===== config.mk =====
export PLATFORM = sky130hd
export DESIGN_NAME = multi_issue_flat
export DESIGN_NICKNAME = d
export VERILOG_FILES = /design/src/rtl/multi_issue_if.sv /design/src/rtl/multi_issue.sv /design/src/flat_wrapper.sv
export SDC_FILE = /design/constraint.sdc
export NUM_CORES = 1
export LEC_CHECK = 0
export BUFFER_PORTS_ARGS = -buffer_cell sky130_fd_sc_hd__buf_2
export CORE_ASPECT_RATIO = 0.9
export CORE_UTILIZATION = 56
export DETAILED_ROUTE_END_ITERATION = 10
export GPL_TIMING_DRIVEN = 0
export PLACE_DENSITY_LB_ADDON = 0.25
export SLEW_MARGIN = 5
export SYNTH_ARGS = -nofsm -noshare
export SYNTH_HDL_FRONTEND = slang
export SYNTH_SLANG_ARGS = --single-unit

===== constraint.sdc =====
create_clock -name clock -period 3.15 [get_ports clock]
set_input_delay 0.4725 -clock clock [delete_from_list [all_inputs] [get_ports clock]]
set_output_delay 0.4725 -clock clock [all_outputs]
set_load 0.1 [all_outputs]

===== src/rtl/multi_issue_if.sv =====
// ---------------------------------------------------------------------------
// multi_issue_if
// Bundles every handshake/bus signal of the multi_issue operand sequencer.
//   in_*   : operand-pair push channel (valid/ready) from the producer
//   mul_*  : level-held start/valid link to the multi_vl multiplier
//   out_*  : single-entry result channel (valid/ready) to the consumer
//   busy   : sequencer activity flag
// Modports:
//   master : the sequencer itself (drives in_ready, mul_*, out_*, busy)
//   slave  : the surrounding environment (producer, multiplier, consumer)
// ---------------------------------------------------------------------------
interface multi_issue_if;
  logic        in_valid;
  logic        in_ready;
  logic [31:0] in_mlier;
  logic [31:0] in_mcand;
  logic        mul_start;
  logic [31:0] mul_mlier;
  logic [31:0] mul_mcand;
  logic [63:0] mul_prodt;
  logic        mul_valid;
  logic        out_valid;
  logic        out_ready;
  logic [63:0] out_prodt;
  logic        out_err;
  logic        busy;

  modport master (
    input  in_valid, in_mlier, in_mcand, mul_prodt, mul_valid, out_ready,
    output in_ready, mul_start, mul_mlier, mul_mcand, out_valid, out_prodt,
           out_err, busy
  );

  modport slave (
    output in_valid, in_mlier, in_mcand, mul_prodt, mul_valid, out_ready,
    input  in_ready, mul_start, mul_mlier, mul_mcand, out_valid, out_prodt,
           out_err, busy
  );
endinterface


===== src/rtl/multi_issue.sv =====
// ---------------------------------------------------------------------------
// multi_issue
// Operand sequencer in front of the variable-latency multiplier multi_vl.
// Operand pairs are buffered in a DEPTH-entry FIFO, issued one at a time
// over the level-held mul_start/mul_valid handshake, and each product is
// captured into a single-entry result register (out_valid/out_ready).
// An operation that sees no mul_valid within TIMEOUT cycles is abandoned and
// reported with out_err=1 and out_prodt=0.
// Ports:
//   clock : single clock, rising edge
//   reset : asynchronous, active-low
//   bus   : multi_issue_if.master (push channel, multiplier link, result
//           channel, busy)
// ---------------------------------------------------------------------------
module multi_issue #(
  parameter int DEPTH   = 4,
  parameter int TIMEOUT = 40
) (
  input  logic         clock,
  input  logic         reset,
  multi_issue_if.master bus
);

  localparam int PW = (DEPTH > 1) ? $clog2(DEPTH) : 1;
  localparam int CW = PW + 1;
  localparam int TW = $clog2(TIMEOUT + 1);

  typedef enum logic [1:0] {
    IDLE  = 2'd0,
    ISSUE = 2'd1,
    GAP   = 2'd2
  } state_t;

  // Operand storage: {mlier, mcand} per entry, no reset needed.
  logic [63:0] fifo_mem [DEPTH];

  state_t          state_q, state_d;
  logic [PW-1:0]   wr_ptr_q, wr_ptr_d;
  logic [PW-1:0]   rd_ptr_q, rd_ptr_d;
  logic [CW-1:0]   count_q, count_d;
  logic [TW-1:0]   timer_q, timer_d;
  logic            mul_start_q, mul_start_d;
  logic [31:0]     mul_mlier_q, mul_mlier_d;
  logic [31:0]     mul_mcand_q, mul_mcand_d;
  logic            out_valid_q, out_valid_d;
  logic [63:0]     out_prodt_q, out_prodt_d;
  logic            out_err_q, out_err_d;

  logic            in_ready_w;
  logic            push_w;
  logic            pop_w;
  logic [63:0]     head_w;
  logic [TW-1:0]   timer_inc_w;

  // Acceptance depends on occupancy alone, so a full FIFO refuses a push
  // even in a cycle where it also pops.
  assign in_ready_w  = (count_q < CW'(DEPTH));
  assign push_w      = bus.in_valid & in_ready_w;
  assign head_w      = fifo_mem[rd_ptr_q];
  assign timer_inc_w = timer_q + TW'(1);

  always_comb begin
    state_d     = state_q;
    wr_ptr_d    = wr_ptr_q;
    rd_ptr_d    = rd_ptr_q;
    count_d     = count_q;
    timer_d     = timer_q;
    mul_start_d = mul_start_q;
    mul_mlier_d = mul_mlier_q;
    mul_mcand_d = mul_mcand_q;
    out_valid_d = out_valid_q;
    out_prodt_d = out_prodt_q;
    out_err_d   = out_err_q;
    pop_w       = 1'b0;

    // Consumer handshake empties the result register; a capture below in
    // the same cycle overrides this.
    if (out_valid_q && bus.out_ready) begin
      out_valid_d = 1'b0;
    end

    case (state_q)
      IDLE: begin
        // Issue only when the result slot is free or being freed now, so a
        // held result can never be overwritten.
        if ((count_q != '0) && (!out_valid_q || bus.out_ready)) begin
          pop_w       = 1'b1;
          mul_mlier_d = head_w[63:32];
          mul_mcand_d = head_w[31:0];
          timer_d     = '0;
          mul_start_d = 1'b1;
          state_d     = ISSUE;
        end
      end
      ISSUE: begin
        timer_d = timer_inc_w;
        if (bus.mul_valid) begin
          // A product arriving on the timeout cycle still wins.
          out_prodt_d = bus.mul_prodt;
          out_err_d   = 1'b0;
          out_valid_d = 1'b1;
          mul_start_d = 1'b0;
          state_d     = GAP;
        end else if (timer_inc_w == TW'(TIMEOUT)) begin
          out_prodt_d = '0;
          out_err_d   = 1'b1;
          out_valid_d = 1'b1;
          mul_start_d = 1'b0;
          state_d     = GAP;
        end
      end
      GAP: begin
        // Keep start low until the multiplier has dropped its valid, so the
        // next operation cannot see a stale done.
        if (!bus.mul_valid) begin
          state_d = IDLE;
        end
      end
      default: begin
        state_d     = IDLE;
        mul_start_d = 1'b0;
      end
    endcase

    if (push_w) begin
      wr_ptr_d = wr_ptr_q + PW'(1);
    end
    if (pop_w) begin
      rd_ptr_d = rd_ptr_q + PW'(1);
    end
    case ({push_w, pop_w})
      2'b10:   count_d = count_q + CW'(1);
      2'b01:   count_d = count_q - CW'(1);
      default: count_d = count_q;
    endcase
  end

  always_ff @(posedge clock) begin
    if (push_w) begin
      fifo_mem[wr_ptr_q] <= {bus.in_mlier, bus.in_mcand};
    end
  end

  always_ff @(posedge clock or negedge reset) begin
    if (!reset) begin
      state_q     <= IDLE;
      wr_ptr_q    <= '0;
      rd_ptr_q    <= '0;
      count_q     <= '0;
      timer_q     <= '0;
      mul_start_q <= 1'b0;
      mul_mlier_q <= '0;
      mul_mcand_q <= '0;
      out_valid_q <= 1'b0;
      out_prodt_q <= '0;
      out_err_q   <= 1'b0;
    end else begin
      state_q     <= state_d;
      wr_ptr_q    <= wr_ptr_d;
      rd_ptr_q    <= rd_ptr_d;
      count_q     <= count_d;
      timer_q     <= timer_d;
      mul_start_q <= mul_start_d;
      mul_mlier_q <= mul_mlier_d;
      mul_mcand_q <= mul_mcand_d;
      out_valid_q <= out_valid_d;
      out_prodt_q <= out_prodt_d;
      out_err_q   <= out_err_d;
    end
  end

  assign bus.in_ready  = in_ready_w;
  assign bus.mul_start = mul_start_q;
  assign bus.mul_mlier = mul_mlier_q;
  assign bus.mul_mcand = mul_mcand_q;
  assign bus.out_valid = out_valid_q;
  assign bus.out_prodt = out_prodt_q;
  assign bus.out_err   = out_err_q;
  assign bus.busy      = (state_q != IDLE) || (count_q != '0);

endmodule


===== src/flat_wrapper.sv =====
// flat-port wrapper written by rule: the top's interface ports become plain ports
module multi_issue_flat 
#(
  parameter int DEPTH   = 4,
  parameter int TIMEOUT = 40
)
  (clock, reset, bus_in_valid, bus_in_mlier, bus_in_mcand, bus_mul_prodt, bus_mul_valid, bus_out_ready, bus_in_ready, bus_mul_start, bus_mul_mlier, bus_mul_mcand, bus_out_valid, bus_out_prodt, bus_out_err, bus_busy);
  multi_issue_if bus_i ();
  input  logic clock;
  input  logic reset;
  input wire logic [$bits(bus_i.in_valid)-1:0] bus_in_valid;
  input wire logic [$bits(bus_i.in_mlier)-1:0] bus_in_mlier;
  input wire logic [$bits(bus_i.in_mcand)-1:0] bus_in_mcand;
  input wire logic [$bits(bus_i.mul_prodt)-1:0] bus_mul_prodt;
  input wire logic [$bits(bus_i.mul_valid)-1:0] bus_mul_valid;
  input wire logic [$bits(bus_i.out_ready)-1:0] bus_out_ready;
  output wire logic [$bits(bus_i.in_ready)-1:0] bus_in_ready;
  output wire logic [$bits(bus_i.mul_start)-1:0] bus_mul_start;
  output wire logic [$bits(bus_i.mul_mlier)-1:0] bus_mul_mlier;
  output wire logic [$bits(bus_i.mul_mcand)-1:0] bus_mul_mcand;
  output wire logic [$bits(bus_i.out_valid)-1:0] bus_out_valid;
  output wire logic [$bits(bus_i.out_prodt)-1:0] bus_out_prodt;
  output wire logic [$bits(bus_i.out_err)-1:0] bus_out_err;
  output wire logic [$bits(bus_i.busy)-1:0] bus_busy;
  assign bus_i.in_valid = bus_in_valid;
  assign bus_i.in_mlier = bus_in_mlier;
  assign bus_i.in_mcand = bus_in_mcand;
  assign bus_i.mul_prodt = bus_mul_prodt;
  assign bus_i.mul_valid = bus_mul_valid;
  assign bus_i.out_ready = bus_out_ready;
  assign bus_in_ready = bus_i.in_ready;
  assign bus_mul_start = bus_i.mul_start;
  assign bus_mul_mlier = bus_i.mul_mlier;
  assign bus_mul_mcand = bus_i.mul_mcand;
  assign bus_out_valid = bus_i.out_valid;
  assign bus_out_prodt = bus_i.out_prodt;
  assign bus_out_err = bus_i.out_err;
  assign bus_busy = bus_i.busy;
  multi_issue #(.DEPTH(DEPTH), .TIMEOUT(TIMEOUT)) u_core (.clock(clock), .reset(reset), .bus(bus_i));
endmodule

==> results.cfg <==
[outcome]
status = complete, no violations

[placed_design]
dp_hpwl_mm = 19.8
gp_routability_congestion = 0.850
place_area_mm2 = 0.0174
port_buffers = 265
dpl_worst_slack_ps = 503

[worst_setup_path]
cp-startpoint = u_core.state_q[0]
cp-end-kind = flop
ff2ff_path_depth = 10
crit_fanout = 10
regToRegStartpoint = u_core.state_q[0]
cp_cell_sequence = or4_1 > buf_2 > clkinv_4 > buf_4 > ha_1 > inv_1 > fa_1 > xor2_1 > nor2_1 > xnor2_1
critPathBufInv = 4
criticalPathCategory = reg2reg
r2r-end = u_core.count_q[2]
cpMaxStageDelayCell = or4_1
critPathLaunchType = flop
critPathArrivalTime_ps = 3040
critPathMaxStageDelay_ps = 540
reg2reg_slack_ps = 550
crit_cells = 10
critical_path_required_ps = 3580
critPathTopFamily = simple AND/OR/NAND/NOR gates
critPathCapture = u_core.count_q[2]

[min_path]
min_path_type = in2reg
hp-start = bus_mul_valid

[clock_network]
clock_sinks = 402
cts_inserted_buffers = 41
cts_tree = done
clk_pin_slew_ps = 50
htree_levels = 2
insertion_delay_ps = 520
cts_buffer_depth = 3
cts_resized = 0
postCtsSetupBuffers = 0
cts_root_buffer = clkbuf_16

[sta]
whs_ps = 165
post-route-period-util = 0.827
setup_viol = 0
worst_pin_slew_ps = 984
finalHoldViolations = 0
rsz0062_at_grt = false
drv_slew = 0
relSlewSlack = 0.344
max_freq_ghz = 0.384
layout_setup_ws_ps = 546
skew_ps = 12.8
finalWorstPathRequiredPeriod_ps = 2600

[global_routing]
grt.met1_usage = 0.295
grt_pass1_wl_mm = 47.8
use_met2 = 0.370
met3_usage = 0.0548
antenna_found_initial = 5
grt.busiest_layer = met2
grt_start_max_net_pins = 111
grt_pass1_vias = 8683
track_usage = 0.223
gr-total-overflow = 0

[synth]
synth.area.top_cells = edfxtp_1 50%, dfrtp_1 24%, mux4_2 9.3%
synth_warnings = 0
ys_ff_latch = 402
synth_top_area_share = 0.497
synth_edf_count = 256
syn_nets = 981
synth_area_mm2 = 0.0155
ys.flop_type = edfxtp_1
yosysTopAreaCell = edfxtp_1
async_flop_share = 0.363
syn_area_per_cell_um2 = 18.4
yosysSeqAreaShare = 0.734
ys_types = 36
yosysMostFrequentCell = edfxtp_1
synth_cells = 841
yosys-top-cells-count = 256 x edfxtp_1, 146 x dfrtp_1, 72 x inv_1

[run]
maxCapViolCount = 0

[layout]
area_delta_synth_final_pct = 21.1
drive_gt1_frac = 0.406
final_nets = 1295
fin_area_mm2 = 0.0187
final_util = 0.693

[floorplanning]
core_mm2 = 0.0270
dieArea_mm2 = 0.0283
num_rows = 57
boundaryPins = 266
dieWidth_um = 177
start_util = 0.572
die_h_um = 160

[routing]
vias = 8500
ant_nets = 0
drc = 0
first_pass_iters = 5
totalWireLength_mm = 31.1
viasPerCell = 5.51
drtIter0Drc = 522
wl_per_cell_um = 20.2
worst min path at each step:
stage / endpoint / slack [ps] / depth (start not counted)
4_1_cts: u_core.bus.out_err / 140 / 2
6_report: u_core.bus.out_err / 160 / 2
3_3_place_gp: u_core.timer_q[5] / 480 / 1
5_1_grt: u_core.fifo_mem[1][9] / 150 / 1
2_1_floorplan: u_core.bus.mul_mcand[0] / 180 / 0
3_5_place_dp: u_core.bus.mul_mlier[1] / 390 / 1
worst register-to-register path: cells and delay by family, from the launching register on:
kind | cells | cell delay [ps]
adder cells (fa/ha/maj) | 2 | 640
buffers and inverters | 4 | 520
AND/OR/NAND/NOR | 2 | 660
XOR/XNOR | 2 | 280
flip-flops | 1 | 430
kinds of logic after synthesis:
group,Yosys count,synth area share
flip-flops,402,0.734
AO/OA/AOI/OAI,145,0.0589
multiplexers,130,0.151
buffers and inverters,118,0.0358
AND/OR/NAND/NOR,31,0.0101
XOR/XNOR,8,0.00453
adder cells (fa/ha/maj),7,0.00615
cell type report:
class / instances / area, um2
Sequential cell: 402 / 11300
Fill cell: 1774 / 8300
Multi-Input combinational cell: 321 / 3570
Timing Repair Buffer: 271 / 1470
Clock buffer: 62 / 1230
Tap cell: 354 / 443
Inverter: 73 / 279
Buffer: 45 / 274
Clock inverter: 13 / 114
Antenna cell: 2 / 5.00
metrics by stage:
step                      cells  setup TNS [ps]
after floorplan             841               0
after global placement     1460         -373100
after detailed placement   1465               0
after CTS                  1541               0
after global routing       1542               0
final                      1543               0
state kept, by name (all words and copies together), names as in the netlist:
signal and cells:
u_core.bus.mul_start 1, u_core.count_q 3, u_core.timer_q 6, u_core.wr_ptr_q 2, u_core.bus.mul_mcand 32, u_core.state_q 2
u_core.bus.out_err 1, u_core.bus.out_valid 1, u_core.rd_ptr_q 2, u_core.fifo_mem 256, u_core.bus.mul_mlier 32, u_core.bus.out_prodt 64
layer usage:
layer | routed length, um | vias to the layer above
met5 | 27 | -
met4 | 632 | 4
met3 | 2320 | 48
met2 | 15300 | 290
met1 | 12800 | 4299
li1 | - | 3859
cell usage in the layout (no fill, tap or decap), types with 4 or more instances in the layout:
cell / netlist / routed
buf_2: 13 / 277
edfxtp_1: 256 / 256
dfrtp_1: 146 / 146
inv_1: 72 / 72
o21ai_0: 71 / 71
a22oi_1: 64 / 64
mux4_2: 64 / 64
clkbuf_16: 0 / 44
mux2_4: 40 / 40
clkbuf_1: 22 / 34
mux2_2: 24 / 24
nand2_1: 8 / 8
buf_12: 5 / 7
ha_1: 6 / 6
clkinv_2: 0 / 6
clkbuf_8: 0 / 6
nor2_1: 5 / 5
xnor2_1: 5 / 5
and2_4: 0 / 4
clkinv_1: 0 / 4
repair_timing:
action | in CTS | in global routing
hold buffers | 1 | 0
hold endpoints to repair | 36 | 0
setup endpoints to repair | 0 | 0
Power is left out: the tool's default activity adds up to more than one toggle a clock period on the data nets, which glitch-free logic cannot reach.
